## config.mk

```make
export PLATFORM = sky130hd
export DESIGN_NAME = pixel_lane_scheduler
export DESIGN_NICKNAME = d
export VERILOG_FILES = /design/src/rtl/pixel_lane_scheduler.sv
export SDC_FILE = /design/constraint.sdc
export NUM_CORES = 1
export LEC_CHECK = 0
export BUFFER_PORTS_ARGS = -buffer_cell sky130_fd_sc_hd__buf_2
export CAP_MARGIN = 0
export CORE_ASPECT_RATIO = 0.75
export CORE_UTILIZATION = 55
export CTS_CLUSTER_DIAMETER = 50
export DETAILED_ROUTE_END_ITERATION = 10
export GPL_TIMING_DRIVEN = 1
export PLACE_DENSITY = 0.82
export SKIP_LAST_GASP = 1
export SLEW_MARGIN = 20
export SYNTH_ARGS = -nofsm -noshare
export SYNTH_HDL_FRONTEND = slang
export SYNTH_SLANG_ARGS = --single-unit
```

## constraint.sdc

```tcl
create_clock -name clk -period 4 [get_ports clk]
set_input_delay 0.2 -clock clk [delete_from_list [all_inputs] [get_ports clk]]
set_output_delay 0.2 -clock clk [all_outputs]
set_load 0.01 [all_outputs]
```

## src/rtl/pixel_lane_scheduler.sv

```systemverilog
// Round-robin pixel dispatcher over parallel compute lanes with in-order
// collection, 24->32 bit packing and a video AXI-Stream output.
module pixel_lane_scheduler #(
    parameter int N_LANES = 4,
    parameter int X_PIX   = 640,
    parameter int Y_SIZE  = 480,
    parameter int CW      = 11,
    parameter int MAX_OUT = 8
) (
    input  logic                   clk,
    input  logic                   rst,
    input  logic                   enable,
    output logic [N_LANES-1:0]     lane_req_valid,
    input  logic [N_LANES-1:0]     lane_req_ready,
    output logic [CW-1:0]          req_x,
    output logic [CW-1:0]          req_y,
    input  logic [N_LANES-1:0]     lane_res_valid,
    output logic [N_LANES-1:0]     lane_res_ready,
    input  logic [24*N_LANES-1:0]  lane_res_data,
    output logic [31:0]            out_stream_tdata,
    output logic                   out_stream_tvalid,
    input  logic                   out_stream_tready,
    output logic                   out_stream_tuser,
    output logic                   out_stream_tlast,
    output logic                   busy,
    output logic                   frame_done
);

    localparam int X_WORDS = X_PIX * 3 / 4;
    localparam int LW = $clog2(N_LANES);
    localparam int OW = $clog2(MAX_OUT + 1);
    localparam int WW = $clog2(X_WORDS + 1);
    localparam int YW = $clog2(Y_SIZE + 1);

    typedef enum logic [1:0] {IDLE, RUN, DRAIN} state_t;

    state_t        state_q;
    logic          busy_q, done_q;
    logic [CW-1:0] dx_q, dx_d, dy_q, dy_d;
    logic [LW-1:0] dlane_q, dlane_d, clane_q, clane_d;
    logic [OW-1:0] out_q, out_d;
    logic [1:0]    phase_q, phase_d;
    logic [23:0]   res_q, res_d;
    logic [31:0]   tdata_q, tdata_d;
    logic          tvalid_q, tvalid_d, tuser_q, tuser_d;
    logic          tlast_q, tlast_d, tend_q, tend_d;
    logic [WW-1:0] wcnt_q, wcnt_d;
    logic [YW-1:0] lcnt_q, lcnt_d;

    logic          req_ok, dhs, last_px, pk_ok, take, fin_hs, start;
    logic [23:0]   pix;
    logic [31:0]   word;

    always_comb begin
        req_ok = (state_q == RUN) && (out_q < OW'(MAX_OUT));
        lane_req_valid = '0;
        if (req_ok) lane_req_valid[dlane_q] = 1'b1;
        dhs = req_ok && lane_req_ready[dlane_q];
        last_px = (dx_q == CW'(X_PIX - 1)) && (dy_q == CW'(Y_SIZE - 1));
        // Phase 0 only fills the residue, so it never waits on the sink
        pk_ok = (state_q != IDLE) &&
                ((phase_q == 2'd0) || !tvalid_q || out_stream_tready);
        lane_res_ready = '0;
        if (pk_ok) lane_res_ready[clane_q] = 1'b1;
        take = pk_ok && lane_res_valid[clane_q];
        pix = lane_res_data[24*int'(clane_q) +: 24];
        fin_hs = tvalid_q && out_stream_tready && tend_q;
        start = enable && ((state_q == IDLE) ||
                           ((state_q == DRAIN) && fin_hs));
    end

    always_comb begin
        dx_d = dx_q;
        dy_d = dy_q;
        dlane_d = dlane_q;
        clane_d = clane_q;
        out_d = out_q;
        phase_d = phase_q;
        res_d = res_q;
        word = 32'h0;
        tdata_d = tdata_q;
        tvalid_d = tvalid_q;
        tuser_d = tuser_q;
        tlast_d = tlast_q;
        tend_d = tend_q;
        wcnt_d = wcnt_q;
        lcnt_d = lcnt_q;
        if (dhs) begin
            dlane_d = dlane_q + 1'b1;
            if (dx_q == CW'(X_PIX - 1)) begin
                dx_d = '0;
                dy_d = (dy_q == CW'(Y_SIZE - 1)) ? '0 : dy_q + 1'b1;
            end else begin
                dx_d = dx_q + 1'b1;
            end
        end
        if (dhs && !take) out_d = out_q + 1'b1;
        else if (!dhs && take) out_d = out_q - 1'b1;
        if (take) begin
            clane_d = clane_q + 1'b1;
            phase_d = phase_q + 2'd1;
            case (phase_q)
                2'd0: res_d = pix;
                2'd1: begin
                    word = {pix[7:0], res_q};
                    res_d = {8'h00, pix[23:8]};
                end
                2'd2: begin
                    word = {pix[15:0], res_q[15:0]};
                    res_d = {16'h0000, pix[23:16]};
                end
                default: word = {pix, res_q[7:0]};
            endcase
        end
        if (tvalid_q && out_stream_tready) tvalid_d = 1'b0;
        if (take && (phase_q != 2'd0)) begin
            tvalid_d = 1'b1;
            tdata_d = word;
            tuser_d = (wcnt_q == '0) && (lcnt_q == '0);
            tlast_d = (wcnt_q == WW'(X_WORDS - 1));
            tend_d = tlast_d && (lcnt_q == YW'(Y_SIZE - 1));
            if (tlast_d) begin
                wcnt_d = '0;
                lcnt_d = (lcnt_q == YW'(Y_SIZE - 1)) ? '0 : lcnt_q + 1'b1;
            end else begin
                wcnt_d = wcnt_q + 1'b1;
            end
        end
        if (start) begin
            dlane_d = '0;
            clane_d = '0;
        end
    end

    always_ff @(posedge clk or posedge rst) begin
        if (rst) begin
            state_q <= IDLE;
            busy_q <= 1'b0;
            done_q <= 1'b0;
        end else begin
            done_q <= 1'b0;
            case (state_q)
                IDLE: if (enable) begin
                    state_q <= RUN;
                    busy_q <= 1'b1;
                end
                RUN: if (dhs && last_px) state_q <= DRAIN;
                DRAIN: if (fin_hs) begin
                    done_q <= 1'b1;
                    busy_q <= enable;
                    state_q <= enable ? RUN : IDLE;
                end
                default: state_q <= IDLE;
            endcase
        end
    end

    always_ff @(posedge clk or posedge rst) begin
        if (rst) begin
            dx_q <= '0;
            dy_q <= '0;
            dlane_q <= '0;
            clane_q <= '0;
            out_q <= '0;
            phase_q <= '0;
            res_q <= '0;
            tdata_q <= '0;
            tvalid_q <= 1'b0;
            tuser_q <= 1'b0;
            tlast_q <= 1'b0;
            tend_q <= 1'b0;
            wcnt_q <= '0;
            lcnt_q <= '0;
        end else begin
            dx_q <= dx_d;
            dy_q <= dy_d;
            dlane_q <= dlane_d;
            clane_q <= clane_d;
            out_q <= out_d;
            phase_q <= phase_d;
            res_q <= res_d;
            tdata_q <= tdata_d;
            tvalid_q <= tvalid_d;
            tuser_q <= tuser_d;
            tlast_q <= tlast_d;
            tend_q <= tend_d;
            wcnt_q <= wcnt_d;
            lcnt_q <= lcnt_d;
        end
    end

    assign req_x = dx_q;
    assign req_y = dy_q;
    assign out_stream_tdata = tdata_q;
    assign out_stream_tvalid = tvalid_q;
    assign out_stream_tuser = tuser_q;
    assign out_stream_tlast = tlast_q;
    assign busy = busy_q;
    assign frame_done = done_q;

endmodule

```

==> results.txt <==
- The die covers between 0.01 and 0.015 mm2.
- Detailed placement ended at an HPWL of between 10 and 15 mm.
- Max-Cap Viols: 0
- After synthesis the cells add up to between 0.007 and 0.008 mm2.
* Relative area change from synthesis to final layout: 21.20%
- For this run the aggregate overflow at the end of global routing stands at 0.
- VDD sags by at most ~0.44 mV.
- Maximum number of pins on one net before global-route repair: 64
* Final setup margin: ~900 ps
- Fillers: 937
- Of all nets on the critical path, the largest fanout is 14.
- Area of combinational cells with multiple inputs: around 0.0040 mm2
- Derived from the worst setup path, the maximum achievable clock frequency is about 320 MHz.
- The congestion estimate from routability-driven global placement came to roughly 0.9.
* Initial Util: approximately 58%
- Clock-pin slew was measured on the worst setup and hold paths at ~50 ps.
* I/O pin count: ~180
- Leak Pwr: approximately 0.0042 uW
- RSZ-0062 raised after global routing: no
- Number of setup violations in the final report: 0
* Post-synth cell types: between 50 and 60
* Routed WL: 20.46 mm
- Number of antenna violations at the first check in global routing: 1
- Clk_skew: approximately 5.7 ps
* Tcrit/Tclk final: 77.83%
* Number of nets in the synthesized netlist: 800
- Hold WS: around 44 ps
- The worst path needs 3113 ps of the cycle, external delays included.
- The Yosys step of the flow raised 0 warnings.
* GRT Resource Usage Total: between 30% and 40%
- Sequential share of the synthesized area: about two fifths
- First-pass iteration count of the detailed router: 5
- The H-tree generated during clock tree synthesis spans 4 levels.
- Number of slew-limit violations in the final report: 0
- The worst hold path belongs to the class in2reg.
- Number of vias after detailed routing: 6316
- Most frequent cells after synthesis: 114 x dfrtp_1, 58 x mux2_2, 49 x nand2_1, 41 x inv_1, 31 x o21ai_0
- For the worst setup path, the data arrival time is 3450 ps.
- Initial drt markers: roughly 540
- Once layout is complete, the cells apart from fillers number 1013.
* Tightest Pin Transition: roughly 1100 ps
- Run status: finished clean
* Number of clock buffers inserted by TritonCTS: 17
- By area the synthesized netlist is led by dfrtp_1 39%, mux2_2 9.0%, mux4_2 7.8%.
- Post-route core utilization: a little over two thirds
* Pre-CTS setup slack: between 900 and 1000 ps
- The die is between 100 and 150 um wide.
* Core region area: approximately 0.013 mm2
- Summed over its instances, the top area cell type makes up between 30% and 40% of the synthesized netlist area.
* Number of enable-type register cells in the synthesized netlist: 0
* Number of global-route vias before repair: ~6200
- Power spread over the standard cell area amounts to 765.8 mW/mm2.
- Port Buffer Count: 174
* Total clock sinks: about 110
- Leading area contributor after synthesis: dfrtp_1
- Async SR Flop Fraction: 100.0%
- Kind of critical path: reg2reg
* Cell count after placement: between 900 and 1000
- The clock reaches the later pin of the worst-skew pair after 410 ps.
- The most common cell in the synthesized netlist is dfrtp_1.
- Summing all flip-flop and latch instances after layout gives between 0.002 and 0.003 mm2.
* Fraction of final layout cells with drive strength greater than 1: a little under two fifths
- The first global-routing pass estimated approximately 32 mm of wire.
* Mapped Cells: 670
- Final routed DRC violation total: 0
- TritonCTS built the clock tree.
* Floorplan row count: 35
- Number of routed nets with antenna violations: 0
* CTS Root Cell: clkbuf_16
- Via count normalized by instance count: between 6 and 7
* Hold violation total from the final report: 0
- STA classifies the critical path endpoint as a register.
* Mean area per synthesized cell: 10.80 um2
- Startpoint type of the worst setup path: register
* Req. time, crit path: 4330 ps
* Final Net Count: approximately 960
- Measured against its own limit, the worst slew margin works out to 27.26%.
- Avg WL per Cell: ~20 um
- The number of setup buffers added after CTS is 0.
- Setup TNS Final: 0 ps
- Dominant synthesized flop cell: dfrtp_1
* Die height: 101.3 um
- No sink is reached through more buffers than the 2 on the longest clock path.
- Synthesis inferred around 110 register bits.
## through the flow
| step | instance area, um2 | power [uW] |
|---|---|---|
| floorplan | 7237 | 4361 |
| global placement | 8199 | 5070 |
| detailed placement | 8199 | 5237 |
| CTS | 8768 | 6702 |
| global route | 8768 | 7098 |
| finish | 8771 | 6717 |
## metal layers
| metal | routed length [um] | part of all wire (%) | track usage (%) |
|---|---|---|---|
| met1 | 8263 | 40 | 37.38 |
| met2 | 9957 | 49 | 51.41 |
| met3 | 1437 | 7.0 | 6.807 |
| met4 | 781 | 3.8 | 15.47 |
| met5 | 16 | 0.078 | 0 |
## critical path, stage by stage, from the launching register on
cell	delay (ps)
dfrtp_1	420
inv_1	90
ha_1	300
nor3b_1	450
a211oi_1	100
buf_4	210
nand2_1	150
ha_1	190
inv_1	100
ha_1	280
a21o_1	180
a21oi_1	180
mux2i_1	240
xnor2_1	140
## report_power, final
part | total [uW] | leakage (uW) | switching, uW | internal (uW)
Sequential | 1800 | 0.00146 | 280 | 1520
Combinational | 3490 | 0.00245 | 1910 | 1580
Clock | 1430 | 0.000280 | 504 | 927
## placed cells by master, fill, tap and decap left out, types with 18 or more instances in the layout
cell type / instances
mux4_2: 25
ha_1: 21
a21oi_1: 18
a221oi_1: 24
nor2_1: 21
o21ai_0: 31
nand2_1: 49
nand3_1: 29
buf_2: 174
inv_1: 40
mux2_2: 58
dfrtp_1: 113
## logic make-up after synthesis
family	share of synthesized area (%)
compound gates	13.26
simple gates	12.81
fa+ha+maj	3.907
mux	23.62
flops	39.42
buf+inv	4.927
xor+xnor	2.057
## timing repair
item,CTS,global route
resized for setup,0,0
endpoints found under the hold margin,55,0
hold buffers,1,0
## final cells by class
| cell class | count | share of cell area (%) |
|---|---|---|
| clock buffers | 26 | 5.806 |
| multi-input cells | 474 | 45.92 |
| flip-flops and latches | 114 | 32.54 |
| well taps | 166 | 2.368 |
| repair buffers | 186 | 10.98 |
| clock inverters | 5 | 0.5706 |
| diodes | 1 | 0.02853 |
| inverters | 41 | 1.783 |
## state kept, by name, summed over array words and instances (netlist names), 4 cells and up
signal	flops
lcnt_q	9
out_q	4
out_stream_tdata	32
req_x	11
req_y	11
res_q	24
wcnt_q	9
## worst paths after layout
kind,start,endpoint,slack (ps),cells past startpoint
max in group asynchronous,rst,clane_q[0],2580,4
worst max register to register,phase_q[0],out_q[3],890,13
worst min-delay path,out_stream_tready,out_stream_tvalid,40,2
worst min register to register,out_stream_tlast,out_stream_tlast,480,1
worst max-delay path,phase_q[0],out_q[3],890,13
min in group asynchronous,rst,req_y[4],500,3
Power figures use the tool's default switching activity.
